==> src/rtl/btb_pkg.sv <==
// Shared types and helpers for the branch target buffer: counter encodings
// and the index/tag split of a fetch address.
package btb_pkg;

  typedef enum logic [1:0] {
    CTR_SNT = 2'b00,
    CTR_WNT = 2'b01,
    CTR_WT  = 2'b10,
    CTR_ST  = 2'b11
  } ctr_e;

  localparam ctr_e CTR_RESET = CTR_WNT;
  localparam ctr_e CTR_ALLOC = CTR_WT;

  // Word-aligned address: bits [1:0] never take part in index or tag.
  function automatic logic [31:0] btb_index(input logic [31:0] addr,
                                            input int unsigned index_bits);
    return (addr >> 2) & ((32'd1 << index_bits) - 32'd1);
  endfunction

  function automatic logic [31:0] btb_tag(input logic [31:0] addr,
                                          input int unsigned index_bits);
    return addr >> (index_bits + 2);
  endfunction

endpackage

==> src/rtl/btb_sat_counter.sv <==
// Combinational next-state function of a 2-bit saturating direction counter.
import btb_pkg::*;

module btb_sat_counter (
  input  ctr_e i_ctr,
  input  logic i_taken,
  output ctr_e o_ctr
);

  always_comb begin
    o_ctr = i_ctr;
    case (i_ctr)
      CTR_SNT: o_ctr = i_taken ? CTR_WNT : CTR_SNT;
      CTR_WNT: o_ctr = i_taken ? CTR_WT  : CTR_SNT;
      CTR_WT:  o_ctr = i_taken ? CTR_ST  : CTR_WNT;
      CTR_ST:  o_ctr = i_taken ? CTR_ST  : CTR_WT;
      default: o_ctr = i_ctr;
    endcase
  end

endmodule

==> src/rtl/btb_predictor.sv <==
// Direct-mapped BTB with 2-bit direction counters; zero-latency lookup, one-cycle update.
// Optional BTB_BYPASS_EN forwards a same-cycle matching update to the lookup outputs.
import btb_pkg::*;

module btb_predictor #(
  parameter int INDEX_BITS = 4
) (
  input  logic        Clk,
  input  logic        Rst,
  input  logic [31:0] PC,
  output logic [1:0]  FetchBP,
  output logic [31:0] FetchAddress,
  output logic [31:0] FetchBTBInstruction,
  output logic        FetchHit,
  input  logic        UpdValid,
  input  logic [31:0] UpdAddress,
  input  logic [31:0] UpdTarget,
  input  logic        UpdTaken
);

  localparam int ENTRIES  = 2 ** INDEX_BITS;
  localparam int TAG_BITS = 30 - INDEX_BITS;

  logic                  r_valid  [ENTRIES];
  logic [TAG_BITS-1:0]   r_tag    [ENTRIES];
  logic [31:0]           r_target [ENTRIES];
  ctr_e                  r_ctr    [ENTRIES];

  logic [INDEX_BITS-1:0] w_pc_idx;
  logic [TAG_BITS-1:0]   w_pc_tag;
  logic [INDEX_BITS-1:0] w_upd_idx;
  logic [TAG_BITS-1:0]   w_upd_tag;
  logic                  w_upd_hit;
  ctr_e                  w_upd_ctr_next;

  logic                  w_hit;
  ctr_e                  w_ctr;
  logic [31:0]           w_target;

  assign w_pc_idx  = INDEX_BITS'(btb_index(PC, INDEX_BITS));
  assign w_pc_tag  = TAG_BITS'(btb_tag(PC, INDEX_BITS));
  assign w_upd_idx = INDEX_BITS'(btb_index(UpdAddress, INDEX_BITS));
  assign w_upd_tag = TAG_BITS'(btb_tag(UpdAddress, INDEX_BITS));

  assign w_upd_hit = r_valid[w_upd_idx] && (r_tag[w_upd_idx] == w_upd_tag);

  btb_sat_counter u_sat_counter (
    .i_ctr   (r_ctr[w_upd_idx]),
    .i_taken (UpdTaken),
    .o_ctr   (w_upd_ctr_next)
  );

  // NOTE: the table is plain flops, so every entry may be cleared in the
  // reset branch; a RAM macro could not be reset this way.
  always_ff @(posedge Clk) begin
    if (Rst) begin
      for (int i = 0; i < ENTRIES; i++) begin
        r_valid[i]  <= 1'b0;
        r_tag[i]    <= '0;
        r_target[i] <= '0;
        r_ctr[i]    <= CTR_RESET;
      end
    end else if (UpdValid) begin
      if (w_upd_hit) begin
        r_ctr[w_upd_idx] <= w_upd_ctr_next;
        if (UpdTaken) r_target[w_upd_idx] <= UpdTarget;
      end else if (UpdTaken) begin
        r_valid[w_upd_idx]  <= 1'b1;
        r_tag[w_upd_idx]    <= w_upd_tag;
        r_target[w_upd_idx] <= UpdTarget;
        r_ctr[w_upd_idx]    <= CTR_ALLOC;
      end
    end
  end

  always_comb begin
    w_hit    = r_valid[w_pc_idx] && (r_tag[w_pc_idx] == w_pc_tag);
    w_ctr    = r_ctr[w_pc_idx];
    w_target = r_target[w_pc_idx];
`ifdef BTB_BYPASS_EN
    // A matching index and tag means the update sees the same entry as the lookup.
    if (UpdValid && (w_upd_idx == w_pc_idx) && (w_upd_tag == w_pc_tag) &&
        (w_upd_hit || UpdTaken)) begin
      w_hit    = 1'b1;
      w_ctr    = w_upd_hit ? w_upd_ctr_next : CTR_ALLOC;
      w_target = UpdTaken ? UpdTarget : w_target;
    end
`endif
  end

  assign FetchHit            = w_hit;
  assign FetchBP             = w_hit ? w_ctr : CTR_SNT;
  assign FetchBTBInstruction = w_hit ? w_target : 32'd0;
  assign FetchAddress        = (w_hit && w_ctr[1]) ? w_target : (PC + 32'd4);

endmodule

==> config.mk <==
export PLATFORM = sky130hd
export DESIGN_NAME = btb_predictor
export DESIGN_NICKNAME = d
export VERILOG_FILES = /design/src/rtl/btb_pkg.sv /design/src/rtl/btb_sat_counter.sv /design/src/rtl/btb_predictor.sv
export SDC_FILE = /design/constraint.sdc
export NUM_CORES = 2
export LEC_CHECK = 0
export ABC_AREA = 1
export CAP_MARGIN = 20
export CORE_UTILIZATION = 45
export DETAILED_ROUTE_END_ITERATION = 16
export GPL_ROUTABILITY_DRIVEN = 0
export MAX_ROUTING_LAYER = met4
export PLACE_DENSITY = 0.59
export SYNTH_ARGS = -nofsm -noshare
export SYNTH_HDL_FRONTEND = slang
export SYNTH_SLANG_ARGS = --single-unit
==> constraint.sdc <==
create_clock -name Clk -period 5.4 [get_ports Clk]
set_clock_uncertainty 0.2 [all_clocks]
set_input_delay 0.54 -clock Clk [delete_from_list [all_inputs] [get_ports Clk]]
set_output_delay 0.54 -clock Clk [all_outputs]
set_load 0.02 [all_outputs]
==> impl_results.md <==
* Post-synth ARST share at 0%
* Initial antenna violation count at 3
* Grt total ovfl at 0
* Via/cell ratio at 5.69
* Required @ worst endpoint at 4660 ps
* Area Growth Syn to Fin at 13.7%
* RSZ-0062 raised after global routing: false
* Post_cts resized at 0
* DRC violations left at 0
* Die area at between 0.1 and 0.15 mm2
* Post-Place Cells at ~7,300
* CTS tree: built
* Min Tclk post-route at just over 5000 ps
* Die H at roughly 340 um
* HPWL Detailed at 112 mm
* Total routed wirelength at 181 mm
* Worst reg2reg startpoint: r_tag[1][2]$_SDFFCE_PN0P_
* Most frequent cells after synthesis: nor2_1, nand2_1, edfxtp_1
* CTS clk-pin slew, worst paths at 60 ps
* Crit path kind: input pin to primary output
* CP endpoint kind: primary output
* TritonCTS buffer count at around 110
* Clk sinks at 976
* Syn avg cell area at between 8 and 9 um2
* Post-synth net total at 5,990
* Crit path max fanout at 33
* H-tree levels at 3
* CP top delay family: buffers and inverters
* Status: finished clean
* Gr usage total at around 33%
* Worst Path Buf+Inv at 6
* Num ports at roughly 170
* Worst EP arrival at between 4000 and 5000 ps
* LEAKAGE at 0.0231 uW
* Final Hold Viols at 0
* Synth Cell Area at between 0.05 and 0.06 mm2
* Reg2Reg Setup Slack at 2050 ps
* Worst setup startpoint: PC[5]
* Final setup violation count at 0
* CTS Root Cell: clkbuf_16
* Largest net degree at the start of global routing at approximately 120
* Main synth FF type: edfxtp_1
* First-pass GRT wire length at ~260 mm
* CP Cell Sequence: clkdlybuf4s50_1 -> clkinv_2 -> nor2_4 -> buf_12 -> nand2_1 -> nand2_1 -> inv_1 -> nand3_1 -> nand2_1 -> nor3_1 -> nand3_1 -> nor2_1 -> inv_2 -> nor2_1 -> clkdlybuf4s50_1
* Synth cell types at 39
* Relative slew slack at approximately a quarter
* CTS Buffer Depth at 3
* Post-synth EDFFs at 960
* Final Cycle Share at between 90% and 100%
* Vias in the first global route at around 40,000
* Hold Path Class: register to register
* Yosys warning count at 0
* Std cell rows at approximately 120
* Share of cells above drive strength 1 at 6.59%
* Max-Cap Viols at 0
* Drt pass-1 iters at 6
* Hold Crit Depth at 2
* Maximum vdd drop at 258 uV
* Die width at between 300 and 400 um
* Clk Latency, worst-skew pair at roughly 720 ps
* CORE AREA at around 0.11 mm2
* Fin. max-slew vios at 0
* R2r worst-path depth at 17
* Antenna Nets Post-Route at 0
* Post-CTS setup buffer count at 0
* Hold buffers post-CTS at 0
* Pwr/cell area at 314 mW/mm2
* Final Non-Filler Cells at around 7,500
* Max frequency at 0.195 GHz
* Vias at roughly 43,000
* R2R Path End: r_tag[8][16]$_SDFFCE_PN0P_
* Synth top area share at around 57%
* Hold endpoint: r_valid[15]$_DFF_P_
* Critical Path Most Common Cell: nand2_1
* CP max stage cell: clkdlybuf4s50_1
* Ranking of synthesized cells by area: edfxtp_1, nor2_1, nand2_1
* 1st-iter DRT viols at 4,556
* Cell accounting for the most synthesized area: edfxtp_1
* # port buffers at roughly 160
* Worst setup SP type: input pin
* Fillers at 10,364
* Synthesized instance count at 5,889
* Min-delay src: r_valid[15]$_DFF_P_
* #FFs+latches synth at between 900 and 1,000
* Initial core utilization at 45.4%
* Worst-margin pin slew at about 1100 ps
* Most frequent cell after synthesis: nor2_1
* Final core occ at 51.7%
* NumNets Final at 6,009
* Routed WL per cell at roughly 24 um
* CP max stage delay at around 640 ps
* Setup TNS at 0 ps
* Register area share after synthesis at between 50 and 60%
area by class of cell:
| cell class | count | area, um2 | area share (%) |
|---|---|---|---|
| flip-flops and latches | 976 | 29100 | 50.9 |
| multi-input cells | 4131 | 18100 | 31.5 |
| repair buffers | 352 | 3630 | 6.34 |
| clock buffers | 137 | 2790 | 4.87 |
| well taps | 1488 | 1860 | 3.25 |
| inverters | 341 | 1300 | 2.26 |
| clock inverters | 54 | 452 | 0.789 |
| diodes | 3 | 7.51 | 0.0131 |
metal layers:
metal / up-vias / global-route usage (%) / wire length, um
met2: 2161 / 52.1 / 85300
li1: 19597 / - / -
met3: 434 / 3.68 / 15200
met4: 0 / 19.0 / 11700
met1: 20350 / 40.0 / 68400
met5: - / - / 0
flip-flops by register name, summed over array words and instances, names as in the netlist:
register / flops
r_tag: 416
r_valid: 16
r_ctr: 32
r_target: 512
worst reg2reg max path, stage by stage, from the launching register on:
cell and delay, ps:
edfxtp_1 390, nand2_1 70, o21ai_0 80, nand2_1 80, nand2_1 80, nand2_1 60, nand2_1 130, o21ai_0 180
nand2_1 70, nor2_1 280, nand2_1 90, nor2_1 90, nand2_1 150, nor2_4 270, nor2_8 160, nand2_4 110
buf_4 430, nor2_1 130
cells in the final DEF (no fill, tap or decap), types with 20 or more instances in the layout:
cell type / n
o211ai_1: 80
clkinv_1: 48
a31oi_1: 20
nand2_2: 30
buf_12: 45
a22o_1: 20
clkbuf_16: 107
clkbuf_1: 30
buf_4: 145
edfxtp_1: 960
xor2_1: 26
clkinv_2: 22
o221ai_1: 52
o22ai_1: 76
nand3_1: 180
nand2_1: 1360
nor2_1: 1482
inv_1: 305
a21oi_1: 130
clkdlybuf4s50_1: 158
o21ai_0: 592
metrics by stage:
step                      setup WS (ps)  hold WS [ps]  power, uW  cell area, um2
after detailed placement            370           262      11200           54000
after floorplan                    1790           241      10200           50400
after global routing               63.8           301      18500           57200
after global placement              383           257      11200           54000
final                               281           271      18000           57200
after CTS                           372           272      18000           57200
power breakdown:
group | leakage [uW] | total, uW | internal, uW | switching (uW)
sequential | 0.00924 | 8830 | 8700 | 127
clock | 0.00158 | 6930 | 3800 | 3130
combinational | 0.0122 | 2240 | 621 | 1620
total | 0.0231 | 18000 | 13100 | 4880
worst max path at each step:
stage / end / slack (ps) / depth (start not counted)
detailed placement: FetchBTBInstruction[16] / 370 / 15
finish: FetchBTBInstruction[16] / 280 / 15
global placement: FetchBTBInstruction[16] / 380 / 15
floorplan: FetchBTBInstruction[10] / 1790 / 21
global route: FetchBTBInstruction[16] / 60 / 19
CTS: FetchBTBInstruction[16] / 370 / 15
cells by family (layout without fill, tap and decap cells):
family                     after synthesis  in the layout  share of synthesized area [%]
xor gates and xnor gates                27             27                          0.470
and+or+nand+nor                       3099           3099                           23.9
AOI/OAI and AO/OA                     1004           1004                           11.2
buffers and inverters                  782            884                           6.44
DFF                                    976            976                           57.9
adders and majority gates                1              1                         0.0248
other                                    0              3                              0
Power figures use the tool's default switching activity.
